### src/rtl/serial_subtractor.sv
// Bit-serial subtractor: oData = iData_a - iData_b - iB, one bit per clock, LSB first.
// Optional signed-overflow output oOvf is enabled by defining SERIAL_SUB_OVF_EN.
module serial_subtractor #(
  parameter int WIDTH = 8,
  parameter int CNT_W = 4
) (
  input  logic             iClk,
  input  logic             iRst_n,
  input  logic             iStart,
  input  logic [WIDTH-1:0] iData_a,
  input  logic [WIDTH-1:0] iData_b,
  input  logic             iB,
  output logic             oBusy,
  output logic             oDone,
  output logic [WIDTH-1:0] oData,
  output logic             oData_B
`ifdef SERIAL_SUB_OVF_EN
  ,
  output logic             oOvf
`endif
);

  typedef enum logic [1:0] {
    S_IDLE = 2'd0,
    S_RUN  = 2'd1,
    S_DONE = 2'd2
  } state_t;

  // One full-subtractor cell: returns {borrow_out, diff}.
  function automatic logic [1:0] fsub_bit(input logic a, input logic b, input logic bin);
    logic d;
    logic bo;
    d  = a ^ b ^ bin;
    bo = (~a & b) | (~(a ^ b) & bin);
    return {bo, d};
  endfunction

  state_t           state_q, state_d;
  logic [WIDTH-1:0] a_q, a_d;
  logic [WIDTH-1:0] b_q, b_d;
  logic [WIDTH-1:0] res_q, res_d;
  logic             borrow_q, borrow_d;
  logic [CNT_W-1:0] cnt_q, cnt_d;
  logic             busy_q, busy_d;
  logic             done_q, done_d;
  logic [WIDTH-1:0] data_q, data_d;
  logic             data_b_q, data_b_d;
  logic [1:0]       cell_s;
  logic             last_s;
`ifdef SERIAL_SUB_OVF_EN
  logic             amsb_q, amsb_d;
  logic             bmsb_q, bmsb_d;
  logic             ovf_q, ovf_d;
`endif

  // Next-state and datapath logic for the IDLE/RUN/DONE sequencer.
  always_comb begin
    state_d  = state_q;
    a_d      = a_q;
    b_d      = b_q;
    res_d    = res_q;
    borrow_d = borrow_q;
    cnt_d    = cnt_q;
    busy_d   = busy_q;
    done_d   = 1'b0;
    data_d   = data_q;
    data_b_d = data_b_q;
`ifdef SERIAL_SUB_OVF_EN
    amsb_d   = amsb_q;
    bmsb_d   = bmsb_q;
    ovf_d    = ovf_q;
`endif
    cell_s   = fsub_bit(a_q[0], b_q[0], borrow_q);
    last_s   = (cnt_q == CNT_W'(WIDTH - 1));

    case (state_q)
      S_IDLE, S_DONE: begin
        if (iStart) begin
          state_d  = S_RUN;
          a_d      = iData_a;
          b_d      = iData_b;
          borrow_d = iB;
          res_d    = {WIDTH{1'b0}};
          cnt_d    = {CNT_W{1'b0}};
          busy_d   = 1'b1;
`ifdef SERIAL_SUB_OVF_EN
          amsb_d   = iData_a[WIDTH-1];
          bmsb_d   = iData_b[WIDTH-1];
`endif
        end else begin
          state_d = S_IDLE;
          busy_d  = 1'b0;
        end
      end
      S_RUN: begin
        // Difference bits enter at the MSB so the word is LSB-aligned after WIDTH shifts.
        a_d      = {1'b0, a_q[WIDTH-1:1]};
        b_d      = {1'b0, b_q[WIDTH-1:1]};
        res_d    = {cell_s[0], res_q[WIDTH-1:1]};
        borrow_d = cell_s[1];
        cnt_d    = cnt_q + {{(CNT_W-1){1'b0}}, 1'b1};
        if (last_s) begin
          state_d  = S_DONE;
          busy_d   = 1'b0;
          done_d   = 1'b1;
          data_d   = {cell_s[0], res_q[WIDTH-1:1]};
          data_b_d = cell_s[1];
`ifdef SERIAL_SUB_OVF_EN
          ovf_d    = (amsb_q != bmsb_q) && (cell_s[0] != amsb_q);
`endif
        end else begin
          state_d = S_RUN;
          busy_d  = 1'b1;
        end
      end
      default: begin
        state_d = S_IDLE;
        busy_d  = 1'b0;
      end
    endcase
  end

  // State and output registers with asynchronous active-low reset.
  always_ff @(posedge iClk or negedge iRst_n) begin
    if (!iRst_n) begin
      state_q  <= S_IDLE;
      a_q      <= {WIDTH{1'b0}};
      b_q      <= {WIDTH{1'b0}};
      res_q    <= {WIDTH{1'b0}};
      borrow_q <= 1'b0;
      cnt_q    <= {CNT_W{1'b0}};
      busy_q   <= 1'b0;
      done_q   <= 1'b0;
      data_q   <= {WIDTH{1'b0}};
      data_b_q <= 1'b0;
`ifdef SERIAL_SUB_OVF_EN
      amsb_q   <= 1'b0;
      bmsb_q   <= 1'b0;
      ovf_q    <= 1'b0;
`endif
    end else begin
      state_q  <= state_d;
      a_q      <= a_d;
      b_q      <= b_d;
      res_q    <= res_d;
      borrow_q <= borrow_d;
      cnt_q    <= cnt_d;
      busy_q   <= busy_d;
      done_q   <= done_d;
      data_q   <= data_d;
      data_b_q <= data_b_d;
`ifdef SERIAL_SUB_OVF_EN
      amsb_q   <= amsb_d;
      bmsb_q   <= bmsb_d;
      ovf_q    <= ovf_d;
`endif
    end
  end

  assign oBusy   = busy_q;
  assign oDone   = done_q;
  assign oData   = data_q;
  assign oData_B = data_b_q;
`ifdef SERIAL_SUB_OVF_EN
  assign oOvf    = ovf_q;
`endif

endmodule

### config.mk
export PLATFORM = sky130hd
export DESIGN_NAME = serial_subtractor
export DESIGN_NICKNAME = d
export VERILOG_FILES = /design/src/rtl/serial_subtractor.sv
export SDC_FILE = /design/constraint.sdc
export NUM_CORES = 1
export LEC_CHECK = 0
export BUFFER_PORTS_ARGS = -buffer_cell sky130_fd_sc_hd__clkbuf_2
export CAP_MARGIN = 20
export CELL_PAD_IN_SITES_DETAIL_PLACEMENT = 0
export CELL_PAD_IN_SITES_GLOBAL_PLACEMENT = 1
export CORE_MARGIN = 2
export CORE_UTILIZATION = 34
export DETAILED_ROUTE_END_ITERATION = 16
export PLACE_DENSITY = 0.62
export SLEW_MARGIN = 20
export SYNTH_ARGS = -nofsm -noshare
export SYNTH_HDL_FRONTEND = slang
export SYNTH_SLANG_ARGS = --single-unit
### constraint.sdc
create_clock -name iClk -period 1.84 [get_ports iClk]
set_clock_uncertainty 0.2 [all_clocks]
set_input_delay 0.368 -clock iClk [delete_from_list [all_inputs] [get_ports iClk]]
set_output_delay 0.368 -clock iClk [all_outputs]
set_load 0.005 [all_outputs]
; Word-level counts from Yosys, hierarchy flattened
; Index checks and enable logic that the tools add are counted.
[classes]
addsub = 1
n_eq_ne = 4
muxes = 18
bitwise_logic = 7
n_reduce_logical = 5
[ops]
columns = op, count
row1 = $pmux W8 S2, 3
row2 = $mux W8, 3
row3 = $pmux W4 S2, 1
row4 = $mux W1, 6
row5 = $add A4 B1 Y4 const B, 1
row6 = $eq A4 B3 Y1 const B, 1
row7 = $mux W4, 1
row8 = $pmux W1 S2, 2
row9 = $pmux W2 S2, 1
row10 = $reduce_and A2 Y1, 2
row11 = $and A1 B1 Y1, 2
row12 = $eq A2 B1 Y1 const B, 1
row13 = $eq A2 B2 Y1 const B, 1
row14 = $logic_not A2 Y1, 1
row15 = $mux W2, 1
row16 = $ne A2 B2 Y1 const B, 1
row17 = $not A1 Y1, 2
row18 = $reduce_bool A2 Y1, 1
row19 = $reduce_or A2 Y1, 1
row20 = $xor A1 B1 Y1, 2
row21 = $or A1 B1 Y1, 1
[word_totals]
ff_bits = 42
input_bits = 20
output_inout_bits = 11
word_cells = 45

; Longest topological paths before layout
; Gate-level depths: netlist of run 1.
[logic_depth]
word_depth = 5
mapped_depth = 5
mapped_depth_nobuf = 4

; Worst setup path after synthesis of run 1
; Ideal clock, no wire load.
[synth_timing]
kind = register to register
from = register cnt_q[0]
to = register data_q[0] (netlist: oData[0])
setup_time_ns = 0.125
arrival_ns = 1.372
t_required_ns = 1.515
setup_slack_ns = 0.143
stages_incl_launch_ff = 5
path_buffers = 0
period_less_slack_ns = 1.697
cell_sequence = dfrtp_1 ha_1 nand2_1 nor3_4 mux2_2
[synth_between]
elab_chain_len = 2
[synth_rtl]
columns = element, line
row1 = start: declaration, 43  ; logic [CNT_W-1:0] cnt_q, cnt_d;
row2 = start signal: assignment, 131  ; cnt_q <= {CNT_W{1'b0}};
row3 = start signal: assignment, 147  ; cnt_q <= cnt_d;
row4 = $eq A4 B3 Y1, 74  ; last_s = (cnt_q == CNT_W'(WIDTH - 1));
row5 = $reduce_and A2 Y1 (no source line), -
row6 = end signal: assignment, 134  ; data_q <= {WIDTH{1'b0}};
row7 = end signal: assignment, 150  ; data_q <= data_d;
row8 = end: declaration, 46  ; logic [WIDTH-1:0] data_q, data_d;
; Every way passes these cells.
; A chain may end at the register's enable or synchronous reset.

; Worst setup path after layout of run 1
[layout_timing]
from = register cnt_q[1]
to = register data_q[0] (netlist: oData[0])
; The elaborated chain is that of the path after synthesis.

==> impl_metrics.ini, run 1 <==
[status]
status = finished, final reports clean

[drt]
via_count = 1172
drtAntennaViolNets = 0
wl_per_cell_um = 14.5
post-route-drc-count = 0
drt_iter0_markers = 64
wl_um = 3290
drtPass1Iterations = 4
via_per_inst = 5.19

[timing]
final.setup.worst_slack_ns = 0.145
hold_viol = 0
rsz0062_at_grt = false
slew_headroom_pct = 60.0
final.setup.tns_ns = 0
min_period_over_period_pct = 92.1
setup_viol = 0
worstMarginPinSlew_ns = 0.600
drv_slew = 0
fin_crit_ns = 1.69
fmax_ghz = 0.590

[floorplan]
core_area_sq_um = 4690
start_util_pct = 35.0
io_pins = 31
die_h_um = 73.5
die_w_um = 73.5
die_area_sq_um = 5400
fp-row-count = 25

[yosys]
synth-edff-count = 0
yosys.area.top_type_share_pct = 61.0
netlist_top_cells_area = dfrtp_1 (61%), a22oi_1 (5.9%), a22o_1 (5.9%)
synth_ff_type = dfrtp_1
ys_seq_elements = 40
yosysMostFrequentCell = dfrtp_1
synth_cell_types = 23
syn_inst = 134
yosysWarnings = 0
seq_area_frac_synth_pct = 61.0
synthTopCellsByCount = dfrtp_1 (40), nand2_1 (16), a22oi_1 (13), nand3_1 (13), a22o_1 (11)
synth_area_sq_um = 1640
synthesis.nets = 156
async_reset_ff_share_pct = 100
synth_area_per_cell_sq_um = 12.3
synth_top_area_cell = dfrtp_1

[power]
max-vdd-ir-drop_v = 0.000583
powerDensity_nw_per_um2 = 1730
power_leakage_uw = 0.00101
p_total_uw = 3500

[global_routing]
grt_util_all_layers_pct = 14.0
antenna_found_initial = 0
grt_pass1_vias = 1195
grt_first_pass_wirelength_um = 5730
grt_max_degree = 41
grt.overflow.total = 0

[hold_path]
hp-class = in -> reg

[final_layout]
nets = 193
final_cells = 226
antennaDiodeCount = 0
num-fill-cells = 455
syn_to_final_growth_pct = 23.2
drive_above_1_share_pct = 32.6

[place]
hpwl_um = 2130
finalWeightedCongestion = 0.720
numPortBuffers = 30
dp_cells = 216
dp_slack_ns = 0.107

[critical_path]
required_ns = 1.82
endpoint_kind = register
crit_arrival_ns = 1.67
path_class = reg -> reg
critPathLaunchType = register
crit_path_max_fanout = 10

[clock_network]
cts_tree = done
htreeDepth = 2
cts_sinks = 40
root_buffer = clkbuf_8
cts.path.max_buffers = 2
clk_latency_ns = 0.29
clkSlewWorstSetupHoldPaths_ns = 0.07
cts_buffers = 5

[run]
cap_violations = 0
==> report_power, final <==
part           internal [uW]  switching, uW
registers               1250            219
clock network            478            293
logic                    625            632
==> critical path, stage by stage, from the launching register on <==
cell and delay, ns:
dfrtp_1 0.38, ha_2 0.20, nand2_1 0.11, nor3_4 0.21, buf_12 0.15, mux2_2 0.33
==> flip-flops by register name, indices dropped and copies added (netlist names) <==
name      count
a_q           8
oData         8
state_q       2
oData_B       1
borrow_q      1
b_q           8
res_q         7
cnt_q         4
oDone         1
==> per-layer routing <==
metal	routed length [um]	part of all wire (%)	GRT usage, %	vias to the layer above
li1	-	-	-	553
met1	1540	47	18.3	580
met2	1540	47	21.8	33
met3	173	5.3	5.08	6
met4	36	1.1	4.24	0
met5	0	0	0	-
==> path summary, 6_finish.rpt <==
path	startpoint	endpoint	slack, ns	cells past startpoint
max	cnt_q[1]$_DFFE_PN0P_	oData[0]$_DFFE_PN0P_	0.15	5
min	iData_b[3]	b_q[3]$_DFFE_PN0P_	0.09	3
max reg2reg	cnt_q[1]$_DFFE_PN0P_	oData[0]$_DFFE_PN0P_	0.15	5
min reg2reg	a_q[1]$_DFFE_PN0P_	a_q[0]$_DFFE_PN0P_	0.30	2
max in group asynchronous	iRst_n	a_q[2]$_DFFE_PN0P_	0.62	3
min in group asynchronous	iRst_n	oData[1]$_DFFE_PN0P_	0.47	3
==> stage by stage <==
step	instance area, sq um	hold slack [ns]	utilization, %
floorplan	1640	-0.128	-
global placement	1880	0.260	40.0
detailed placement	1880	0.264	40.0
CTS	2010	0.0851	42.9
global route	2020	0.0993	43.1
finish	2020	0.0919	43.1
==> cells by family (layout without fill, tap and decap cells) <==
group | count (synthesis) | after routing | share of synthesized area [%]
flops | 40 | 40 | 61.0
mux | 11 | 11 | 7.32
xor+xnor | 1 | 1 | 0.534
compound gates | 27 | 27 | 13.3
simple gates | 41 | 41 | 12.3
buf+inv | 12 | 50 | 3.58
fa+ha+maj | 2 | 2 | 1.98
==> what timing repair did <==
item | 4_1_cts | 5_1_grt
setup endpoints to repair | 0 | 8
hold buffers | 1 | 0
gates resized for setup | 0 | 1
hold endpoints to repair | 40 | 0
setup buffers | 0 | 1
==> final cells by class <==
type	instances	area [sq um]	share of cell area [%]
flip-flops and latches	40	1000	49.5
multi-input cells	82	584	28.9
clock inverters	1	30.0	1.48
clock buffers	7	96.3	4.76
repair buffers	39	233	11.5
well taps	54	67.6	3.34
inverters	3	11.3	0.557
==> placed cells by master, fill, tap and decap left out, types with 2 or more instances in the layout <==
master,Yosys,layout
a22oi_1,13,13
nand3_1,13,13
inv_1,3,3
nand2_1,16,16
clkbuf_2,0,30
mux2i_1,3,3
nand2b_1,2,2
buf_4,0,7
clkbuf_8,0,7
nor2_1,3,3
a22o_1,11,11
nor2b_1,2,2
mux2_2,8,8
dfrtp_1,40,40
a221o_1,2,2
nor3_1,2,2
Note: power is estimated with default switching activity, not from simulation.
==> run 2, diff against run 1 <==
ABC_CLOCK_PERIOD_IN_PS = 1840   (was default)
CORE_ASPECT_RATIO = 0.8   (was default)
PLACE_DENSITY = default   (was 0.62)
PLACE_DENSITY_LB_ADDON = 0.3   (was default)
==> impl_metrics.ini, run 2 (same netlist as run 1, synthesis figures left out) <==
[status]
status = finished, final reports clean

[place]
numPortBuffers = 30
finalWeightedCongestion = 0.686
placed_area_sq_um = 1870
dp_cells = 220
hpwl_um = 2160

[timing]
min_period_over_period_pct = 94.4
slew_headroom_pct = 58.1
drv_slew = 0
setup_viol = 0
fin_crit_ns = 1.74
final.setup.tns_ns = 0
worstMarginPinSlew_ns = 0.628
fmax_ghz = 0.576
rsz0062_at_grt = false
hold_viol = 0

[final_layout]
num-fill-cells = 449
fin_util_pct = 42.5
nets = 190
drive_above_1_share_pct = 30.4
syn_to_final_growth_pct = 19.6
final_cells = 228
mostFrequentLayoutCells = dfrtp_1 (40), clkbuf_2 (30), nand2_1 (16), a22oi_1 (13), nand3_1 (13)
mostFrequentLayoutCell = dfrtp_1
antennaDiodeCount = 0
design_area_sq_um = 1960
multi_input_area_sq_um = 584
ff_latch_area_sq_um = 1000

[global_routing]
grt.overflow.total = 0
grt_pass1_vias = 1200
grt_util_all_layers_pct = 14.8
grt_max_degree = 41
antenna_found_initial = 0
grt_first_pass_wirelength_um = 5820

[power]
powerDensity_nw_per_um2 = 1650
p_total_uw = 3240
power_leakage_uw = 0.000972
max-vdd-ir-drop_v = 0.000565

[hold_path]
hp-class = in -> reg

[drt]
drtAntennaViolNets = 0
wl_per_cell_um = 14.6
via_count = 1145
drtPass1Iterations = 4
via_per_inst = 5.02
wl_um = 3320
drt_iter0_markers = 70
post-route-drc-count = 0

[critical_path]
crit_arrival_ns = 1.71
path_class = reg -> reg
endpoint_kind = register
crit_path_max_fanout = 10
critPathLaunchType = register
required_ns = 1.81

[clock_network]
cts_buffers = 5
clk_latency_ns = 0.29
htreeDepth = 2
clkSlewWorstSetupHoldPaths_ns = 0.07
cts_sinks = 40
cts_tree = done
post_cts_buffers = 0
root_buffer = clkbuf_8
cts.path.max_buffers = 2

[floorplan]
die_h_um = 66.2
io_pins = 31
fp-row-count = 22
core_area_sq_um = 4620
start_util_pct = 35.5
die_area_sq_um = 5400
die_w_um = 81.7

[run]
cap_violations = 0
## run 2: final cells by class
class / count / area share (%)
Multi-Input combinational cell: 82 / 29.8
Inverter: 3 / 0.574
Tap cell: 60 / 3.82
Clock buffer: 6 / 3.70
Clock inverter: 1 / 0.255
Timing Repair Buffer: 36 / 10.9
Sequential cell: 40 / 51.0
## run 2: worst max-delay path, stage by stage (launching register included)
cell	delay, ns
dfrtp_1	0.39
ha_1	0.20
nand2_1	0.12
nor3_4	0.19
buf_6	0.17
mux2_2	0.34
## run 2: metrics by stage
stage	setup slack, ns	hold WS [ns]
2_1_floorplan	0.143	-0.128
3_3_place_gp	0.0884	0.157
3_5_place_dp	0.0100	0.158
4_1_cts	0.00703	0.0834
5_1_grt	0.00985	0.0905
6_report	0.103	0.0891
## run 2: where the power goes
part / internal [uW] / switching [uW] / total (uW)
combinational: 584 / 634 / 1220
clock: 258 / 282 / 540
sequential: 1260 / 229 / 1480
total: 2100 / 1140 / 3240
## run 2: repair_timing
item / CTS / global route
gates resized for setup: 0 / 2
hold buffers: 1 / 0
setup endpoints to repair: 0 / 19
hold endpoints to repair: 40 / 0
## run 2: routing by layer
layer  up-vias  global-route usage [%]  wire [um]
met5         -                       0          0
met4         0                    5.00         27
met3         3                    5.74        157
met2        32                    22.0       1550
met1       565                    19.9       1590
li1        545                       -          -
## run 2: final timing paths
| check | startpoint | endpoint | slack, ns | cells after the start |
|---|---|---|---|---|
| max | cnt_q[0]$_DFFE_PN0P_ | oData[2]$_DFFE_PN0P_ | 0.10 | 5 |
| min | iData_b[2] | b_q[2]$_DFFE_PN0P_ | 0.09 | 3 |
| max reg2reg | cnt_q[0]$_DFFE_PN0P_ | oData[2]$_DFFE_PN0P_ | 0.10 | 5 |
| min reg2reg | a_q[4]$_DFFE_PN0P_ | a_q[4]$_DFFE_PN0P_ | 0.30 | 2 |
| max in group asynchronous | iRst_n | res_q[1]$_DFFE_PN0P_ | 0.87 | 3 |
| min in group asynchronous | iRst_n | b_q[6]$_DFFE_PN0P_ | 0.38 | 3 |
==> run 3, diff against run 2 <==
ABC_CLOCK_PERIOD_IN_PS = 1600   (was 1840)
clock period = 1.6 ns   (was 1.84 ns; I/O delays follow)
==> impl_metrics.ini, run 3 (same netlist as run 1, synthesis figures left out) <==
[status]
status = finished, final reports clean

[clock_network]
cts_sinks = 40
root_buffer = clkbuf_8
clk_latency_ns = 0.30
clkSlewWorstSetupHoldPaths_ns = 0.08
cts_buffers = 5
cts_tree = done
htreeDepth = 2
cts.path.max_buffers = 2

[floorplan]
io_pins = 31
die_w_um = 81.7
core_area_sq_um = 4620
die_area_sq_um = 5400
die_h_um = 66.2
start_util_pct = 35.5
fp-row-count = 22

[place]
numPortBuffers = 30
finalWeightedCongestion = 0.728
hpwl_um = 2350
dp_cells = 229
placed_area_sq_um = 1960

[drt]
post-route-drc-count = 0
drt_iter0_markers = 72
wl_per_cell_um = 14.5
drtPass1Iterations = 4
wl_um = 3470
drtAntennaViolNets = 0
via_count = 1209
via_per_inst = 5.06

[hold_path]
hp-class = in -> reg
hold_depth = 3

[global_routing]
grt_first_pass_wirelength_um = 5870
antenna_found_initial = 0
grt_util_all_layers_pct = 14.8
grt.overflow.total = 0
grt_pass1_vias = 1198
grt_max_degree = 41

[run]
cap_violations = 0

[critical_path]
critPathLaunchType = register
path_delay_family = flip-flops
endpoint_kind = register
slowest_stage = dfrtp_1
crit_chain = ha_2 > nand2_2 > nor3_4 > buf_12 > mux2_2
critPathMaxStageDelay_ns = 0.36
rr_worst_depth = 5
crit_path_max_fanout = 10
crit_arrival_ns = 1.54
cp.buffers_inverters = 1
path_class = reg -> reg
required_ns = 1.58
path_depth = 5

[final_layout]
syn_to_final_growth_pct = 28.0
drive_above_1_share_pct = 37.4
antennaDiodeCount = 0
final_cells = 239
mostFrequentLayoutCells = dfrtp_1 (40), clkbuf_2 (30), nand2_1 (15)
design_area_sq_um = 2100
nets = 201
mostFrequentLayoutCell = dfrtp_1

[power]
max-vdd-ir-drop_v = 0.000827
powerDensity_nw_per_um2 = 1930
power_leakage_uw = 0.00104

[timing]
hold_slack_ns = 0.0353
fin_crit_ns = 1.56
setup_viol = 0
worstMarginPinSlew_ns = 0.216
fmax_ghz = 0.640
min_period_over_period_pct = 97.6
rsz0062_at_grt = true
drv_slew = 0
slew_headroom_pct = 85.6
hold_viol = 0
==> run 3: routing by layer <==
metal	global-route usage [%]	routed length, um
met1	20.6	1720
met2	21.3	1540
met3	4.37	139
met4	6.25	63
met5	0	0
==> run 3: final cells by class <==
class | instances | area [sq um]
Sequential cell | 40 | 1000
Tap cell | 60 | 75.1
Multi-Input combinational cell | 82 | 599
Clock buffer | 7 | 96.3
Inverter | 3 | 11.3
Timing Repair Buffer | 47 | 318
Fill cell | 451 | 2520
==> run 3: final timing paths <==
check                                      from                   end  slack [ns]
min reg2reg                  b_q[6]$_DFFE_PN0P_    b_q[6]$_DFFE_PN0P_        0.30
max reg2reg                cnt_q[0]$_DFFE_PN0P_  oData[7]$_DFFE_PN0P_        0.04
max in group asynchronous                iRst_n       oDone$_DFF_PN0_        0.67
max                        cnt_q[0]$_DFFE_PN0P_  oData[7]$_DFFE_PN0P_        0.04
min in group asynchronous                iRst_n    a_q[1]$_DFFE_PN0P_        0.34
min                                  iData_b[4]    b_q[4]$_DFFE_PN0P_        0.04
==> run 3: worst reg2reg max path, stage by stage, from the launching register on <==
cell and delay, ns:
dfrtp_1 0.36, ha_2 0.19, nand2_2 0.07, nor3_4 0.15
buf_12 0.16, mux2_2 0.33
==> run 3: what timing repair did <==
action | in CTS | in global routing
setup buffers | 0 | 2
hold buffers | 1 | 0
gates resized for setup | 1 | 4
endpoints found under the setup margin | 1 | 11
hold endpoints to repair | 40 | 0
==> run 3: per-stage QoR <==
stage	power (uW)	setup slack, ns	setup TNS, ns	utilization (%)
2_1_floorplan	2700	-0.0617	-0.494	-
3_3_place_gp	3240	0.0583	0	42.4
3_5_place_dp	3310	0.0155	0	42.4
4_1_cts	4050	0.0173	0	44.8
5_1_grt	4370	-0.0360	-0.220	45.4
6_report	4060	0.0384	0	45.4
==> run 3: power by group <==
part / switching [uW] / internal (uW)
registers: 268 / 1440
logic: 782 / 844
clock network: 342 / 384
